File: src/rtl/swu_stream_arbiter.sv
// Round-robin merge of four sliding-window channels into one tagged stream; frame_done when all channels end.
// Latency: push at cycle N -> out_val at N+2 when the output register is free; 1 word/cycle sustained.
// Backpressure: out_* hold while out_val & !out_ready; full FIFOs drop pushes (sticky ovf). Option: SWU_ARB_STAT_EN adds drop_cnt.

module swu_arb_fifo #(
  parameter int W     = 9,
  parameter int DEPTH = 4
) (
  input  logic         clk,
  input  logic         rst_n,
  input  logic         push,
  input  logic [W-1:0] din,
  input  logic         pop,
  output logic [W-1:0] dout,
  output logic         empty,
  output logic         full
);
  localparam int AW = $clog2(DEPTH);

  logic [W-1:0] mem [DEPTH];
  logic [AW:0]  wr_ptr, rd_ptr;

  assign empty = (wr_ptr == rd_ptr);
  assign full  = (wr_ptr[AW] != rd_ptr[AW]) && (wr_ptr[AW-1:0] == rd_ptr[AW-1:0]);
  assign dout  = mem[rd_ptr[AW-1:0]];

  // full/empty are start-of-cycle flags, so a push into a full FIFO drops even if a pop happens too
  always_ff @(posedge clk or negedge rst_n) begin
    if (!rst_n) begin
      wr_ptr <= '0;
      rd_ptr <= '0;
    end else begin
      if (push && !full) wr_ptr <= wr_ptr + {{AW{1'b0}}, 1'b1};
      if (pop && !empty) rd_ptr <= rd_ptr + {{AW{1'b0}}, 1'b1};
    end
  end

  always_ff @(posedge clk) begin
    if (push && !full) mem[wr_ptr[AW-1:0]] <= din;
  end
endmodule

module swu_stream_arbiter #(
  parameter int DATA_W     = 7,
  parameter int FIFO_DEPTH = 4
`ifdef SWU_ARB_STAT_EN
  , parameter int CNT_W    = 16
`endif
) (
  input  logic              clk,
  input  logic              rst_n,
  input  logic [DATA_W-1:0] slide_data_0,
  input  logic [DATA_W-1:0] slide_data_1,
  input  logic [DATA_W-1:0] slide_data_2,
  input  logic [DATA_W-1:0] slide_data_3,
  input  logic              data_val_0,
  input  logic              data_val_1,
  input  logic              data_val_2,
  input  logic              data_val_3,
  input  logic              trans_done_0,
  input  logic              trans_done_1,
  input  logic              trans_done_2,
  input  logic              trans_done_3,
  output logic [DATA_W-1:0] out_data,
  output logic [1:0]        out_ch,
  output logic              out_last,
  output logic              out_mark,
  output logic              out_val,
  input  logic              out_ready,
  output logic              frame_done,
  output logic [3:0]        ovf
`ifdef SWU_ARB_STAT_EN
  , output logic [CNT_W-1:0] drop_cnt
`endif
);
  localparam int EW = DATA_W + 2;

  typedef enum logic [1:0] {IDLE, RUN, DRAIN, FEND} state_t;

  state_t            state, state_n;
  logic [DATA_W-1:0] sd [4];
  logic [EW-1:0]     din [4];
  logic [EW-1:0]     dout [4];
  logic [3:0]        dv, td, td_q, rise, push, drop, empty, full, pop, done_seen;
  logic [1:0]        rr_ptr, gnt, idx;
  logic              gnt_vld, load;

  assign sd[0] = slide_data_0;
  assign sd[1] = slide_data_1;
  assign sd[2] = slide_data_2;
  assign sd[3] = slide_data_3;
  assign dv    = {data_val_3, data_val_2, data_val_1, data_val_0};
  assign td    = {trans_done_3, trans_done_2, trans_done_1, trans_done_0};
  assign rise  = td & ~td_q;
  assign push  = dv | rise;
  assign drop  = push & full;

  for (genvar c = 0; c < 4; c++) begin : g_ch
    // entry = {mark, last, data}; a bare done edge becomes a data-less marker
    assign din[c] = {rise[c] & ~dv[c], rise[c], dv[c] ? sd[c] : {DATA_W{1'b0}}};

    swu_arb_fifo #(.W(EW), .DEPTH(FIFO_DEPTH)) u_fifo (
      .clk   (clk),
      .rst_n (rst_n),
      .push  (push[c]),
      .din   (din[c]),
      .pop   (pop[c]),
      .dout  (dout[c]),
      .empty (empty[c]),
      .full  (full[c])
    );
  end

  // descending scan so the lowest offset from rr_ptr wins
  always_comb begin
    gnt     = rr_ptr;
    gnt_vld = 1'b0;
    idx     = '0;
    for (int i = 3; i >= 0; i--) begin
      idx = rr_ptr + 2'(i);
      if (!empty[idx]) begin
        gnt     = idx;
        gnt_vld = 1'b1;
      end
    end
  end

  assign load = gnt_vld && (!out_val || out_ready);
  assign pop  = load ? (4'b0001 << gnt) : 4'b0000;

  always_ff @(posedge clk or negedge rst_n) begin
    if (!rst_n) begin
      out_val  <= 1'b0;
      out_data <= '0;
      out_ch   <= '0;
      out_last <= 1'b0;
      out_mark <= 1'b0;
      rr_ptr   <= '0;
    end else if (load) begin
      out_val                        <= 1'b1;
      {out_mark, out_last, out_data} <= dout[gnt];
      out_ch                         <= gnt;
      rr_ptr                         <= gnt + 2'd1;
    end else if (out_ready) begin
      out_val <= 1'b0;
    end
  end

  // a done edge seen during FEND belongs to the next frame, so set wins over clear
  always_ff @(posedge clk or negedge rst_n) begin
    if (!rst_n) begin
      td_q      <= '0;
      ovf       <= '0;
      done_seen <= '0;
      state     <= IDLE;
    end else begin
      td_q      <= td;
      ovf       <= ovf | drop;
      done_seen <= ((state == FEND) ? 4'b0000 : done_seen) | rise;
      state     <= state_n;
    end
  end

  always_comb begin
    state_n    = state;
    frame_done = 1'b0;
    case (state)
      IDLE:  if (|push || |done_seen) state_n = RUN;
      RUN:   if (&done_seen) state_n = DRAIN;
      DRAIN: if (&empty && (!out_val || out_ready)) state_n = FEND;
      FEND: begin
        frame_done = 1'b1;
        state_n    = IDLE;
      end
      default: state_n = IDLE;
    endcase
  end

`ifdef SWU_ARB_STAT_EN
  logic [2:0]     drop_num;
  logic [CNT_W:0] cnt_sum;

  assign drop_num = 3'(drop[0]) + 3'(drop[1]) + 3'(drop[2]) + 3'(drop[3]);
  assign cnt_sum  = {1'b0, drop_cnt} + (CNT_W+1)'(drop_num);

  always_ff @(posedge clk or negedge rst_n) begin
    if (!rst_n) drop_cnt <= '0;
    else        drop_cnt <= cnt_sum[CNT_W] ? {CNT_W{1'b1}} : cnt_sum[CNT_W-1:0];
  end
`endif
endmodule

File: config.mk
export PLATFORM = sky130hd
export DESIGN_NAME = swu_stream_arbiter
export DESIGN_NICKNAME = d
export VERILOG_FILES = /design/src/rtl/swu_stream_arbiter.sv
export SDC_FILE = /design/constraint.sdc
export NUM_CORES = 1
export LEC_CHECK = 0
export CORE_ASPECT_RATIO = 1.2
export CORE_MARGIN = 3
export CORE_UTILIZATION = 59
export CTS_BUF_LIST = sky130_fd_sc_hd__clkbuf_16
export DETAILED_ROUTE_END_ITERATION = 8
export GPL_ROUTABILITY_DRIVEN = 0
export HOLD_SLACK_MARGIN = 0.12
export PLACE_DENSITY_LB_ADDON = 0.3
export SLEW_MARGIN = 0
export SYNTH_ARGS = -nofsm -noshare
export SYNTH_HDL_FRONTEND = slang
export SYNTH_SLANG_ARGS = --single-unit
File: constraint.sdc
create_clock -name clk -period 3.35 [get_ports clk]
set_clock_uncertainty 0.2 [all_clocks]
set_input_delay 1.005 -clock clk [delete_from_list [all_inputs] [get_ports clk]]
set_output_delay 1.005 -clock clk [all_outputs]
set_load 0.005 [all_outputs]
==> results of run 1 <==
## registers in the layout, summed over array words and instances (netlist names)
| signal | cells |
|---|---|
| done_seen | 4 |
| g_ch.u_fifo.mem | 144 |
| g_ch.u_fifo.rd_ptr | 12 |
| g_ch.u_fifo.wr_ptr | 12 |
| out_ch | 2 |
| out_data | 7 |
| out_last | 1 |
| out_mark | 1 |
| out_val | 1 |
| ovf | 4 |
| rr_ptr | 2 |
| state | 2 |
| td_q | 4 |
## cell usage in the layout, fill, tap and decap left out, drive strengths merged, types with 5 or more instances in the layout
cell           instances
buf                   40
a22oi                  9
mux2                  14
dfrtp                 52
clkbuf                17
inv                   22
xor2                  15
mux2i                 10
o21ai                 17
nand3                  5
nand2                 13
xnor2                 14
nor2                  16
edfxtp               144
bufinv                 6
ha                    25
and2                  44
nand2b                 8
mux4                  36
clkdlybuf4s50         54
## critical path: cells and delay by family
family / cells / cell delay [ns]
AOI/OAI and AO/OA: 1 / 0.32
buffers and inverters: 2 / 0.62
and+or+nand+nor: 3 / 0.79
## layout make-up
class                           instances  share of cell area
Sequential cell                       196               0.563
Multi-Input combinational cell        260               0.258
Timing Repair Buffer                   94              0.0840
Clock buffer                           17              0.0426
Clock inverter                         15              0.0234
Tap cell                              171              0.0214
Inverter                               19             0.00714
## cells by family after synthesis
| group | after synthesis |
|---|---|
| AO/OA/AOI/OAI | 45 |
| adder cells (fa/ha/maj) | 25 |
| XOR/XNOR | 29 |
| multiplexers | 60 |
| AND/OR/NAND/NOR | 101 |
| buffers and inverters | 33 |
| flip-flops | 196 |
## through the flow
stage	utilization	total power, mW	setup slack [ns]	hold WS [ns]	cell area, µm²
global route	0.722	10.6	0.293	0.302	9980
finish	0.722	10.0	0.473	0.286	9980
floorplan	-	6.49	0.821	0.260	8360
CTS	0.722	10.1	0.494	0.289	9980
global placement	0.675	7.64	0.154	0.276	9330
detailed placement	0.675	7.83	0.0370	0.270	9330
## layer usage
metal	routed length (µm)	global-route usage
met1	6200	0.258
met2	8590	0.391
met3	836	0.0476
met4	534	0.108
met5	0	0
## where the power goes
part           total, mW  leakage (nW)  internal [mW]  switching (mW)
registers           3.85          1.96           3.48           0.370
logic               3.94          1.51           1.86            2.08
clock network       2.24         0.320           1.39           0.849
total               10.0          3.78           6.74            3.30
## worst max path at each step
| stage | cells past startpoint | endpoint | slack (ns) |
|---|---|---|---|
| floorplan | 7 | g_ch[2].u_fifo.rd_ptr[1] | 0.82 |
| global placement | 7 | state[1] | 0.15 |
| detailed placement | 6 | g_ch[3].u_fifo.mem[1][5] | 0.04 |
| CTS | 6 | g_ch[3].u_fifo.mem[1][0] | 0.49 |
| global route | 8 | g_ch[2].u_fifo.rd_ptr[1] | 0.29 |
| finish | 6 | g_ch[3].u_fifo.mem[1][6] | 0.47 |
==> flow_metrics.tcl, run 1 <==
set metrics [dict create \
    synthXorXnorAreaFrac 0.0313 \
    rows 47 \
    synth-compound-area-share 0.0359 \
    clk_pin_slew_ns 0.06 \
    cts_sinks 196 \
    grt_max_degree 31 \
    max_cap_viol_count 0 \
    hold_viol 0 \
    netlist_area_mm2 0.00836 \
    start_util 0.605 \
    via_count 4458 \
    synth-edff-count 144 \
    crit_chain "clkdlybuf4s50_1 -> nand2b_1 -> inv_1 -> nor2_1 -> a21oi_1 -> and2_1" \
    stdcell_count 772 \
    min_from "ovf[3]" \
    ctsResizeCount 0 \
    cts_setup_buffers 0 \
    htreeDepth 4 \
    holdPathStages 1 \
    fmaxAchievable_mhz 348 \
    root_buffer "clkbuf_16" \
    reg2reg_depth 7 \
    worst_ep_arrival_time_ns 2.75 \
    hp-class "register to register" \
    cpPeakStageDelay_ns 0.53 \
    yosysUniqueCellTypes 50 \
    grt_antenna_before_repair 0 \
    drive_above_1_share 0.210 \
    worst_ep_required_time_ns 3.22 \
    vdd_drop_max_v 0.000653 \
    synthSimpleGateAreaFrac 0.0749 \
    r2r_start "g_ch[3].u_fifo.rd_ptr[2]" \
    cts_tree "done" \
    clockBufferDepth 2 \
    leakage_nw 3.78 \
    wl_per_cell_um 20.9 \
    die_area_mm2 0.0156 \
    clock_latency_ns 0.43 \
    criticalPathCategory "input port to register" \
    cp-startpoint "trans_done_3" \
    coreArea_mm2 0.0138 \
    p_per_area_mw_per_mm2 1010 \
    die-height_um 136 \
    first_pass_iters 4 \
    syn_to_final_growth_pct 19.5 \
    avgViaCountPerCell 5.77 \
    fin_crit_sh 0.859 \
    hpwl_mm 11.6 \
    endpoint_kind "register" \
    yosysWarnings 0 \
    die_w_um 115 \
    cts-buffers-inserted 17 \
    drc_errors 0 \
    drt-total-wl_mm 16.2 \
    synth_top_family_by_area "multiplexers" \
    holdPathEnd "ovf[3]" \
    yosysTopAreaCell "edfxtp_1" \
    synthFlopType "edfxtp_1" \
    synthCells 489 \
    yosysSeqAreaShare 0.673 \
    period_minus_slack_ns 2.88 \
    slew_headroom 0.637 \
    grt_pass1_vias 4653 \
    fillCellCount 863 \
    synthTopCellsByCount "edfxtp_1, dfrtp_1, and2_1" \
    dp_cells 740 \
    synth_area_leaders "edfxtp_1, dfrtp_1, mux4_2" \
    final.setup.tns_ns 0 \
    slowest_stage "and2_1" \
    grt_use_total 0.222 \
    worst_setup_path_start_kind "input port" \
    yosys.area_share.adder 0.0374 \
    muxShareOfSynthArea 0.129 \
    nets 652 \
    setup-violations-final 0 \
    synth.most_common_cell "edfxtp_1" \
    ios 56 \
    syn_area_per_cell_um2 17.1 \
    r2r_slack_ns 0.50 \
    regArea_mm2 0.00563 \
    r2r_end "g_ch[0].u_fifo.rd_ptr[1]" \
    async_flop_share 0.265 \
    postCtsHoldBufs 0 \
    rsz0062_at_grt "no" \
    multi_input_area_mm2 0.00258 \
    ys_seq_elements 196 \
    synth_top_area_share 0.518 \
    grt-ovfl-total 0 \
    antenna_cells 0 \
    status "finished clean" \
    slew_viol_final 0 \
    ant_nets 0 \
    grt_pass1_wl_mm 25.1 \
    cp_max_fo 9 \
    io_buffers 55 \
    synth_fp_nets 553 \
    worst_pin_slew_ns 0.545 \
    drt_iter0_drc 269 \
]
Power figures use the tool's default switching activity.
==> inputs of run 2 (changes only) <==
Settings changed: RECOVER_POWER from default to 25, SKIP_LAST_GASP from default to 1.
==> flow_metrics.tcl, run 2 (synthesis results as in run 1) <==
set metrics [dict create \
    status "finished with violations" \
    failed_checks "max-capacitance violations, max-slew violations" \
    fin_crit_sh 0.891 \
    multi_input_area_mm2 0.00258 \
    crit_family "simple AND/OR/NAND/NOR gates" \
    io_buffers 55 \
    antenna_cells 0 \
    worst_pin_slew_ns 1.64 \
    ios 56 \
    vdd_drop_max_v 0.000648 \
    grt-ovfl-total 0 \
    ctsResizeCount 0 \
    cp_max_fo 5 \
    design_power_total_mw 10.0 \
    ant_nets 0 \
    grt_pass1_wl_mm 25.1 \
    layout_commonest_cell "edfxtp_1" \
    final.setup.tns_ns 0 \
    rsz0062_at_grt "no" \
    grt_antenna_before_repair 0 \
    slew_viol_final 31 \
    hold_viol 0 \
    hp-class "register to register" \
    drt_iter0_drc 267 \
    regArea_mm2 0.00563 \
    rows 47 \
    die_w_um 115 \
    die-height_um 136 \
    clockBufferDepth 2 \
    wl_per_cell_um 20.9 \
    root_buffer "clkbuf_16" \
    stdcell_count 772 \
    slowest_stage "dlygate4sd3_1" \
    clock_latency_ns 0.43 \
    via_count 4450 \
    leakage_nw 3.75 \
    largest_register_ffs 144 \
    cts_tree "done" \
    grt_use_total 0.222 \
    worst-path-buf-inv 2 \
    p_per_area_mw_per_mm2 1010 \
    nets 652 \
    placed_area_mm2 0.00933 \
    drc_errors 0 \
    design_area_mm2 0.00996 \
    avgViaCountPerCell 5.76 \
    fillCellCount 868 \
    drt-total-wl_mm 16.1 \
    worst_ep_arrival_time_ns 3.10 \
    cts_sinks 196 \
    hpwl_mm 11.6 \
    grt_max_degree 31 \
    setup-violations-final 0 \
    cpPeakStageDelay_ns 0.55 \
    period_minus_slack_ns 2.98 \
    coreArea_mm2 0.0138 \
    slew_headroom -0.0963 \
    fmaxAchievable_mhz 335 \
    criticalPathCategory "input port to register" \
    drive_above_1_share 0.196 \
    worst_ep_required_time_ns 3.47 \
    final_cell_mix "edfxtp_1, dfrtp_1, clkdlybuf4s50_1, and2_1, mux4_2" \
    cts-buffers-inserted 17 \
    start_util 0.605 \
    htreeDepth 4 \
    postCtsHoldBufs 0 \
    worst_setup_path_start_kind "input port" \
    cts_setup_buffers 0 \
    endpoint_kind "register" \
    syn_to_final_growth_pct 19.2 \
    crit_chain "dlygate4sd3_1 -> nand2b_1 -> inv_1 -> nor2_1 -> nand4_1 -> o211ai_1 -> mux2_2" \
    die_area_mm2 0.0156 \
    dp_cells 740 \
    first_pass_iters 4 \
    max_cap_viol_count 1 \
    clk_pin_slew_ns 0.07 \
    grt_pass1_vias 4653 \
]
## run 2: through the flow
| step | hold WS, ns | utilization | worst slack [ns] |
|---|---|---|---|
| global placement | 0.276 | 0.675 | 0.154 |
| detailed placement | 0.270 | 0.675 | 0.0370 |
| CTS | 0.289 | 0.722 | 0.494 |
| finish | 0.287 | 0.721 | 0.367 |
| global route | 0.302 | 0.721 | 0.291 |
| floorplan | 0.260 | - | 0.821 |
## run 2: worst reg2reg max path: stages (launching register included)
cell      delay (ns)
dfrtp_1         0.40
xor2_1          0.22
nor3_1          0.50
a22oi_1         0.20
o211ai_2        0.17
buf_4           0.34
buf_4           0.25
nand2b_1        0.13
mux2_1          0.35
## run 2: final timing paths
| check | slack [ns] | from | cells after the start | endpoint |
|---|---|---|---|---|
| worst max-delay path | 0.37 | trans_done_3 | 7 | state[1] |
| worst min-delay path | 0.29 | ovf[3] | 1 | ovf[3] |
| worst max register to register | 0.48 | g_ch[3].u_fifo.rd_ptr[2] | 8 | g_ch[2].u_fifo.rd_ptr[1] |
| worst min register to register | 0.29 | ovf[3] | 1 | ovf[3] |
| max in group asynchronous | 1.08 | rst_n | 2 | g_ch[1].u_fifo.wr_ptr[2] |
| min in group asynchronous | 0.71 | rst_n | 2 | td_q[2] |
## run 2: power by group
group          internal [mW]  switching [mW]
Sequential              3.48           0.372
Combinational           1.85            2.07
Clock                   1.39           0.847
## run 2: final cells by class
class / instances / share of cell area
repair buffers: 94 / 0.0814
inverters: 19 / 0.00716
clock inverters: 15 / 0.0235
multi-input cells: 260 / 0.259
clock buffers: 17 / 0.0427
well taps: 171 / 0.0215
flip-flops and latches: 196 / 0.565
## run 2: routing by layer
layer,routed length [µm],global-route usage,part of all wire,up-vias
met5,0,0,0,-
met4,536,0.108,0.033,0
met3,800,0.0476,0.050,30
met2,8610,0.391,0.53,118
met1,6190,0.258,0.38,2254
li1,-,-,-,2048
